### src/rtl/dmem_pkg.sv
// Shared types and constants for the data-memory store buffer.
package dmem_pkg;

    localparam int SB_DEPTH = 4;
    localparam int SB_AW    = 7;
    localparam int SB_DW    = 32;

    localparam logic ACT_LO   = 1'b0;
    localparam logic INACT_LO = 1'b1;

    typedef struct packed {
        logic             valid;
        logic [SB_AW-1:0] addr;
        logic [SB_DW-1:0] data;
    } sb_entry_t;

    typedef enum logic [1:0] {
        CYC_IDLE,
        CYC_LOAD,
        CYC_STORE
    } cyc_e;

endpackage

### src/rtl/sb_fifo.sv
// Circular store-buffer array with address CAM, in-place data update and FIFO pop/push.
module sb_fifo
    import dmem_pkg::*;
#(
    parameter int  DEPTH = SB_DEPTH,
    localparam int PW    = $clog2(DEPTH),
    localparam int CW    = PW + 1
) (
    input  logic             clk,
    input  logic             rst,
    input  logic             push_i,
    input  logic [SB_AW-1:0] push_addr_i,
    input  logic [SB_DW-1:0] push_data_i,
    input  logic             pop_i,
    input  logic             wr_en_i,
    input  logic [PW-1:0]    wr_idx_i,
    input  logic [SB_DW-1:0] wr_data_i,
    input  logic [SB_AW-1:0] match_addr_i,
    output logic             match_any_o,
    output logic [PW-1:0]    match_idx_o,
    output logic [SB_DW-1:0] match_data_o,
    output logic [PW-1:0]    head_idx_o,
    output logic [SB_AW-1:0] head_addr_o,
    output logic [SB_DW-1:0] head_data_o,
    output logic [CW-1:0]    count_o,
    output logic             empty_o
);

    sb_entry_t        entries_q [DEPTH];
    sb_entry_t        entries_d [DEPTH];
    logic [PW-1:0]    head_q, head_d;
    logic [PW-1:0]    tail_q, tail_d;
    logic [CW-1:0]    count_q, count_d;
    logic [DEPTH-1:0] match_vec;

    // Coalescing keeps addresses unique, so the encoder sees at most one bit set.
    always_comb begin
        match_idx_o = '0;
        for (int i = 0; i < DEPTH; i++) begin
            match_vec[i] = entries_q[i].valid && (entries_q[i].addr == match_addr_i);
            if (match_vec[i]) begin
                match_idx_o = PW'(i);
            end
        end
        match_any_o = |match_vec;
    end

    assign match_data_o = entries_q[match_idx_o].data;
    assign head_idx_o   = head_q;
    assign head_addr_o  = entries_q[head_q].addr;
    assign head_data_o  = entries_q[head_q].data;
    assign count_o      = count_q;
    assign empty_o      = (count_q == '0);

    always_comb begin
        entries_d = entries_q;
        head_d    = head_q;
        tail_d    = tail_q;
        count_d   = count_q;
        if (wr_en_i) begin
            entries_d[wr_idx_i].data = wr_data_i;
        end
        if (pop_i) begin
            entries_d[head_q].valid = 1'b0;
            head_d = head_q + PW'(1);
        end
        // When full, pop and push hit the same slot; the push is applied last and wins.
        if (push_i) begin
            entries_d[tail_q] = '{valid: 1'b1, addr: push_addr_i, data: push_data_i};
            tail_d = tail_q + PW'(1);
        end
        case ({push_i, pop_i})
            2'b10:   count_d = count_q + CW'(1);
            2'b01:   count_d = count_q - CW'(1);
            default: count_d = count_q;
        endcase
    end

    always_ff @(posedge clk) begin
        if (rst) begin
            head_q  <= '0;
            tail_q  <= '0;
            count_q <= '0;
            // NOTE: only the valid bits need reset; addr/data are ignored while invalid.
            for (int i = 0; i < DEPTH; i++) begin
                entries_q[i].valid <= 1'b0;
            end
        end else begin
            entries_q <= entries_d;
            head_q    <= head_d;
            tail_q    <= tail_d;
            count_q   <= count_d;
        end
    end

endmodule

### src/rtl/dmem_store_buffer.sv
// Coalescing store buffer between the core data port and the 128x32 SRAM; loads forward same cycle.
module dmem_store_buffer
    import dmem_pkg::*;
#(
    parameter int  DEPTH = SB_DEPTH,
    localparam int AW    = SB_AW,
    localparam int DW    = SB_DW,
    localparam int PW    = $clog2(DEPTH),
    localparam int CW    = PW + 1
) (
    input  logic          clk,
    input  logic          rst,
    input  logic          CEN,
    input  logic          WEN,
    input  logic          OEN,
    input  logic [AW-1:0] A,
    input  logic [DW-1:0] Data2Mem,
    output logic [DW-1:0] ReadDataMem,
    output logic          sram_cen,
    output logic          sram_wen,
    output logic [AW-1:0] sram_a,
    output logic [DW-1:0] sram_d,
    input  logic [DW-1:0] sram_q,
    output logic [CW-1:0] buf_count,
    output logic          buf_empty
);

    cyc_e          cyc;
    logic          hit;
    logic          head_hit;
    logic          drain;
    logic          push;
    logic          wr_en;
    logic [PW-1:0] match_idx;
    logic [DW-1:0] match_data;
    logic [PW-1:0] head_idx;
    logic [AW-1:0] head_addr;
    logic [DW-1:0] head_data;
    logic [AW-1:0] sram_a_q;
    logic [DW-1:0] sram_d_q;

    always_comb begin
        cyc = CYC_IDLE;
        if (CEN == ACT_LO && WEN == ACT_LO) begin
            cyc = CYC_STORE;
        end else if (CEN == ACT_LO && OEN == ACT_LO) begin
            cyc = CYC_LOAD;
        end
    end

    // Any non-load cycle leaves the SRAM port free, so the head drains whenever present.
    assign head_hit = hit && (match_idx == head_idx);
    assign drain    = !rst && !buf_empty && (cyc != CYC_LOAD);
    assign push     = !rst && (cyc == CYC_STORE) && !hit;
    assign wr_en    = !rst && (cyc == CYC_STORE) && hit && !head_hit;

    sb_fifo #(.DEPTH(DEPTH)) u_fifo (
        .clk          (clk),
        .rst          (rst),
        .push_i       (push),
        .push_addr_i  (A),
        .push_data_i  (Data2Mem),
        .pop_i        (drain),
        .wr_en_i      (wr_en),
        .wr_idx_i     (match_idx),
        .wr_data_i    (Data2Mem),
        .match_addr_i (A),
        .match_any_o  (hit),
        .match_idx_o  (match_idx),
        .match_data_o (match_data),
        .head_idx_o   (head_idx),
        .head_addr_o  (head_addr),
        .head_data_o  (head_data),
        .count_o      (buf_count),
        .empty_o      (buf_empty)
    );

    always_comb begin
        sram_cen = INACT_LO;
        sram_wen = INACT_LO;
        sram_a   = sram_a_q;
        sram_d   = sram_d_q;
        if (!rst) begin
            if (cyc == CYC_LOAD) begin
                sram_cen = ACT_LO;
                sram_a   = A;
            end else if (drain) begin
                sram_cen = ACT_LO;
                sram_wen = ACT_LO;
                sram_a   = head_addr;
                // A store to the head address bypasses the entry and goes straight out.
                sram_d   = (cyc == CYC_STORE && head_hit) ? Data2Mem : head_data;
            end
        end
    end

    always_ff @(posedge clk) begin
        if (rst) begin
            sram_a_q <= '0;
            sram_d_q <= '0;
        end else begin
            sram_a_q <= sram_a;
            sram_d_q <= sram_d;
        end
    end

    always_comb begin
        ReadDataMem = '0;
        if (!rst) begin
            ReadDataMem = hit ? match_data : sram_q;
        end
    end

endmodule
### config.mk
export PLATFORM = sky130hd
export DESIGN_NAME = dmem_store_buffer
export DESIGN_NICKNAME = d
export VERILOG_FILES = /design/src/rtl/dmem_pkg.sv /design/src/rtl/sb_fifo.sv /design/src/rtl/dmem_store_buffer.sv
export SDC_FILE = /design/constraint.sdc
export NUM_CORES = 1
export LEC_CHECK = 0
export CORE_UTILIZATION = 60
export CTS_BUF_LIST = sky130_fd_sc_hd__clkbuf_8
export DETAILED_ROUTE_END_ITERATION = 6
export MAX_ROUTING_LAYER = met4
export PLACE_DENSITY = 0.86
export SLEW_MARGIN = 20
export SYNTH_ARGS = -nofsm -noshare
export SYNTH_HDL_FRONTEND = slang
export SYNTH_SLANG_ARGS = --single-unit
### constraint.sdc
create_clock -name clk -period 13.1 [get_ports clk]
set_input_delay 2.62 -clock clk [delete_from_list [all_inputs] [get_ports clk]]
set_output_delay 2.62 -clock clk [all_outputs]
set_load 0.1 [all_outputs]
==> After elaboration in Yosys (flattened, before gate mapping) <==
Index checks and enable logic that the tools add are counted.
{ "op_classes": {"n_addsub": 4, "magnitude_cmp": 6, "n_eq_ne": 10, "muxes": 38, "bitwise_logic": 6, "n_reduce_logical": 24} }
{ "op_table": {"columns": ["cell", "n"], "rows": [
  ["bitwise mux 160 bit", 3],
  ["2-to-1 mux 160 bit", 3],
  ["2-to-1 mux 32 bit", 9],
  ["demux 40 bit (select 2 bit)", 3],
  ["binary-select mux 40 bit (select 2 bit)", 2],
  ["2-to-1 mux 40 bit", 2],
  ["2-to-1 mux 39 bit", 2],
  ["== test 7 bit", 4],
  ["2-to-1 mux 7 bit", 3],
  ["logical AND 1 bit", 17],
  ["greater-or-equal comparator 3 bit, second input constant", 3],
  ["< comparator 3 x 1 -> 1 bit, second input constant", 3],
  ["NOT 2 -> 3 bit", 3],
  ["2-to-1 mux 1 bit", 7],
  ["2-to-1 mux 2 bit", 3],
  ["one-hot mux 3 bit (2 select lines)", 1],
  ["adder 2 x 1 -> 2 bit, second input constant", 2],
  ["== test 2 x 1 -> 1 bit, second input constant", 2],
  ["== test 2 bit, second input constant", 2],
  ["logical NOT 1 bit", 4],
  ["OR reduction 4 bit", 1],
  ["adder 3 x 1 -> 3 bit, second input constant", 1],
  ["logical NOT 3 bit", 1],
  ["NOT 1 bit", 3],
  ["4 further kinds", 4]
]} }
{ "totals": {"register_bits": 206, "input_bits": 76, "out_inout_bits": 77, "elab_cells": 105} }

==> Longest topological paths before layout <==
{ "logic_depth": {"depth_word": 16, "depth_mapped": 15} }

==> Hierarchy <==
A second synthesis with hierarchy kept.
{ "hier_totals": {"hier_cells": 1324, "hier_area_um2": 13520.5} }
{ "modules_own_cells": {"columns": ["mod", "instances", "cells_each", "area_per_inst_um2", "seq_area_each_um2"], "rows": [
  ["sb_fifo", 1, 1006, 10692.8, 4904.7],
  ["dmem_store_buffer", 1, 318, 2827.7, 780.7]
]} }

==> Worst setup path before layout <==
Ideal clock, no wire load.
{ "synth_timing": {"path_kind": "input to output", "startpoint": "in rst", "endpoint": "out ReadDataMem[16]", "t_arrival_ps": 9060, "t_required_ps": 10480, "path_slack_ps": 1420, "path_stages": 4, "path_buffers": 1, "path_cell_list": "inv_1 > clkbuf_1 > o21ai_0 > nor3_1"} }
{ "synth_between": {"elab_chain_len": 1} }
{ "synth_lines": {"columns": ["element", "line_no", "rtl"], "rows": [
  ["start, declared", "dmem_store_buffer.sv:12", "input logic rst,"],
  ["2-to-1 mux 32 bit", "dmem_store_buffer.sv:109", "if (!rst) begin"],
  ["end, declared", "dmem_store_buffer.sv:18", "output logic [DW-1:0] ReadDataMem,"]
]} }
Every way passes these cells.

==> Worst setup path after layout <==
{ "layout_timing": {"startpoint": "in A[0]", "endpoint": "out sram_d[21]"} }
{ "layout_between": {"elab_chain_len": 12, "word_cells_on_any_way": 19, "cone_classes": "eq/ne: 5; mux: 7; reduce/logical: 7"} }
{ "layout_lines": {"columns": ["element", "line_no", "rtl"], "rows": [
  ["start, declared", "dmem_store_buffer.sv:16", "input logic [AW-1:0] A,"],
  ["== test 7 bit", "sb_fifo.sv:40", "match_vec[i] = entries_q[i].valid && (entries_q[i].addr == match_addr_i);"],
  ["logical AND 1 bit", "sb_fifo.sv:40", null],
  ["2-to-1 mux 1 bit", "sb_fifo.sv:41", "if (match_vec[i]) begin"],
  ["2-to-1 mux 2 bit (2 in a row)", "sb_fifo.sv:41", null],
  ["== test 2 bit", "dmem_store_buffer.sv:52", "assign head_hit = hit && (match_idx == head_idx);"],
  ["logical AND 1 bit *", "dmem_store_buffer.sv:52", null],
  ["logical AND 1 bit *", "dmem_store_buffer.sv:92", "sram_d = (cyc == CYC_STORE && head_hit) ? Data2Mem : head_data;"],
  ["2-to-1 mux 32 bit *", "dmem_store_buffer.sv:92", null],
  ["2-to-1 mux 32 bit *", "dmem_store_buffer.sv:87", "end else if (drain) begin"],
  ["2-to-1 mux 32 bit *", "dmem_store_buffer.sv:84", "if (cyc == CYC_LOAD) begin"],
  ["2-to-1 mux 32 bit *", "dmem_store_buffer.sv:83", "if (!rst) begin"],
  ["end, declared", "dmem_store_buffer.sv:22", "output logic [DW-1:0] sram_d,"]
]} }
Mark *: on every way between the ends. The rest lies on a longest branch, timed or not.

==> results_tabular.tex <==
\begin{tabular}{lr}
\hline
Metric & Value \\
\hline
\multicolumn{2}{l}{\textbf{Run status}} \\
Status & completed \\
\multicolumn{2}{l}{\textbf{Pwr}} \\
Switching power as a share of total power & 0.4079 \\
Share of power burned in registers & 0.372 \\
Leakage & 0.004821 uW \\
Internal Pwr Total & 1270 uW \\
Relative contribution of the clock network to total power & 0.254 \\
Pwr dens & 150.3 nW/um\^{}2 \\
Switching component of the power & 875.0 uW \\
Maximum ir drop on the vdd rail & 0.0001592 V \\
Combinational share of power & 0.374 \\
\multicolumn{2}{l}{\textbf{Setup path}} \\
Data required time at the worst endpoint & 10.48 ns \\
Nature of the critical path startpoint & input port \\
CP max FO & 40 \\
Worst Path Arrival & 8.13 ns \\
Worst path bufs/invs & 4 \\
Cell chain of the critical path & clkdlybuf4s50\_1 > xor2\_1 > nor4\_1 > nand4\_1 > buf\_4 > o21a\_1 > xnor2\_4 > buf\_4 > nand3\_1 > a31oi\_1 > clkdlybuf4s50\_1 \\
Critical path's top delay family & buffers and inverters \\
Critical Path End Type & output port \\
Crit path kind & input port to output port \\
Maximum single-stage delay on the critical path & 1.16 ns \\
Critical path's slowest cell & clkdlybuf4s50\_1 \\
\multicolumn{2}{l}{\textbf{Floorplanning}} \\
CORE AREA & 19530 um\^{}2 \\
Number of ports placed on the die boundary & 153 \\
Die height & 143.4 um \\
Die extent in x & 143.4 um \\
Initial core utilization & 0.6140 \\
Std cell rows & 51 \\
Total Die Area & 20550 um\^{}2 \\
\multicolumn{2}{l}{\textbf{Logic synthesis}} \\
Cell type contributing the most total cell area after synthesis & edfxtp\_1 \\
Fraction of synthesized cell area taken by the top area cell type & 0.3907 \\
Mean post-synth cell area & 11.25 um\^{}2 \\
Net Count, Synth & 1152 \\
FF+latch count, synth & 206 \\
Count of unique library cells instantiated by Yosys & 49 \\
Sequential share of the synthesized area & 0.4742 \\
EDFF count, synth & 156 \\
Async set-reset flop share out of synthesis & 0 \\
Most common cell in the synthesized netlist & edfxtp\_1 \\
Most common library cells after synthesis & edfxtp\_1, mux2\_2, nand2\_1, nor2\_1, o22ai\_1 \\
Top area cells in the synthesized netlist & edfxtp\_1, mux2\_2, dfxtp\_1 \\
Top flip-flop cell by instance count after synthesis & edfxtp\_1 \\
Yosys warning total & 0 \\
Total standard cell area after synthesis & 11990 um\^{}2 \\
Number of standard cells after synthesis & 1066 \\
\multicolumn{2}{l}{\textbf{Clock network}} \\
Number of buffers added by the clock tree synthesis step & 35 \\
Number of H-tree branching levels & 2 \\
Number of cells upsized or downsized after cts & 0 \\
Buffers inserted by post-CTS timing repair & 0 \\
Clock tree from TritonCTS & done \\
Largest buffer count on any clock path & 3 \\
Clock Root Buffer & clkbuf\_8 \\
CTS Hold Buffers Added & 0 \\
Clock insertion delay at the later pin of the skew report & 0.52 ns \\
Clock sinks & 206 \\
Post-CTS clock slew at the launch and capture registers of the worst setup and hold paths & 0.06 ns \\
\multicolumn{2}{l}{\textbf{Timing}} \\
Setup slack after layout & 2.348 ns \\
Max-slew violations & 0 \\
Setup repair after global routing missed its margin & no \\
Final Critical Period & 10.75 ns \\
Aggregate negative setup slack & 0 ns \\
Count of endpoints failing setup in the final report & 0 \\
Worst hold margin & 0.4705 ns \\
Worst setup skew after layout & 0.01828 ns \\
Least-Margin Pin Slew & 1.146 ns \\
Final clock period utilization by the worst path & 0.8207 \\
Final hold viol count & 0 \\
Worst slew slack as a fraction of its limit & 0.2352 \\
Max Clk Rate & 0.09301 GHz \\
\multicolumn{2}{l}{\textbf{Finish}} \\
Share of post-route cells with drive strength above 1 & 0.2048 \\
Final cell count without fillers & 1466 \\
Summed area of non-filler cells in the final layout & 14270 um\^{}2 \\
Diodes inserted & 0 \\
Final \#Nets & 1262 \\
Area used by sequential logic in the layout & 5688 um\^{}2 \\
Footprint of the multi-input gates & 5883 um\^{}2 \\
Number of filler instances in the final layout & 1331 \\
Synth-to-Final Area Change & 19.07\% \\
\multicolumn{2}{l}{\textbf{Placed design}} \\
RD Place Congestion & 0.9570 \\
Worst setup timing slack at the placement stage & 2.543 ns \\
PortBufs & 152 \\
Detailed placement HPWL & 21260 um \\
Cell area after placement & 13630 um\^{}2 \\
Post-placement cell count & 1404 \\
\multicolumn{2}{l}{\textbf{Route}} \\
WL per Instance & 23.49 um \\
Final wirelength & 34430 um \\
Number of vias per cell after detailed routing & 6.890 \\
DRC violation total after the first TritonRoute iteration & 1226 \\
Number of vias after detailed routing & 10.10k \\
Detailed-route DRC error count & 0 \\
Drt first pass iters & 5 \\
Count of nets left with antenna violations after detail routing & 0 \\
\multicolumn{2}{l}{\textbf{Flow run}} \\
Max Cap Viol & 0 \\
\multicolumn{2}{l}{\textbf{GRT}} \\
Number of global-route vias before repair & 9893 \\
First-pass GRT wire length & 53530 um \\
Total congestion overflow after global routing & 0 \\
Number of antenna violations at the first check in global routing & 0 \\
Maximum number of pins on one net before global-route repair & 90 \\
Gr usage total & 0.3523 \\
\multicolumn{2}{l}{\textbf{Hold path}} \\
Classification of the worst-slack hold path & flop to flop \\
\hline
\end{tabular}
## registers in the layout (all words and copies together) (netlist names)
register           flops
u_fifo.entries_q     160
u_fifo.tail_q          2
sram_d_q              32
u_fifo.count_o         3
sram_a_q               7
u_fifo.head_idx_o      2
## area by class of cell
cell class,count,area share
tap,265,0.02323
timing repair buffer,174,0.1182
clock buffer,38,0.03664
sequential,206,0.3985
multi-input combinational,749,0.4121
inverter,10,0.003155
clock inverter,24,0.008239
## power groups by stage
| stage | registers [uW] | logic (uW) | clock network (uW) |
|---|---|---|---|
| detailed placement | 809 | 795 | 0 |
| finish | 798 | 802 | 546 |
| global route | 803 | 836 | 574 |
| CTS | 796 | 798 | 548 |
| floorplan | 809 | 599 | 0 |
| global placement | 805 | 787 | 0 |
## layer usage
metal,GRT usage,share of wire,vias up
li1,-,-,4355
met1,0.4499,0.37,4848
met2,0.5261,0.47,785
met3,0.08864,0.13,113
met4,0.1725,0.035,0
met5,-,0,-
## cells in the final DEF (no fill, tap or decap), types with 8 or more instances in the layout
| cell type | count |
|---|---|
| inv_1 | 23 |
| a211oi_1 | 22 |
| and3_1 | 29 |
| mux4_2 | 39 |
| nor3_1 | 13 |
| xor2_1 | 14 |
| clkdlybuf4s50_1 | 152 |
| nand4_1 | 40 |
| o211ai_1 | 32 |
| dfxtp_1 | 48 |
| o21ai_1 | 8 |
| a31oi_1 | 33 |
| nor2_1 | 69 |
| a21oi_1 | 9 |
| edfxtp_1 | 156 |
| o22a_1 | 11 |
| xnor2_1 | 18 |
| clkbuf_8 | 38 |
| o21ai_0 | 52 |
| o22ai_1 | 53 |
| nand3_1 | 32 |
| ha_1 | 9 |
| nand2_1 | 78 |
| buf_4 | 22 |
| mux2_2 | 125 |
## cells by family (layout without fill, tap and decap cells)
logic type,count (synthesis),after routing,share of synthesized area
simple gates,285,285,0.1146
fa+ha+maj,10,10,0.01106
flops,206,206,0.4742
xor+xnor,34,34,0.02609
buf+inv,111,246,0.04164
mux,174,174,0.1993
compound gates,246,246,0.1331
## final timing paths
| path | start | end | slack (ns) | cells after the start |
|---|---|---|---|---|
| min | sram_d_q[7]$_SDFF_PP0_ | sram_d_q[7]$_SDFF_PP0_ | 0.47 | 2 |
| max | A[0] | sram_d[21] | 2.35 | 11 |
| min reg2reg | sram_d_q[7]$_SDFF_PP0_ | sram_d_q[7]$_SDFF_PP0_ | 0.47 | 2 |
| max reg2reg | u_fifo.entries_q[112]$_DFFE_PP_ | u_fifo.count_o[2]$_SDFFE_PP0P_ | 8.70 | 14 |
## stage by stage
step           utilization  power, uW
6_report            0.7311       2145
5_1_grt             0.7311       2213
4_1_cts             0.7311       2142
3_5_place_dp        0.6983       1604
3_3_place_gp        0.6980       1592
2_1_floorplan            -       1407
## tightest hold or removal path: stages (launching register included)
cell and delay (ns):
dfxtp_1 0.32, nand2_1 0.05, o211ai_1 0.06
(Power assumes the default switching activity.)
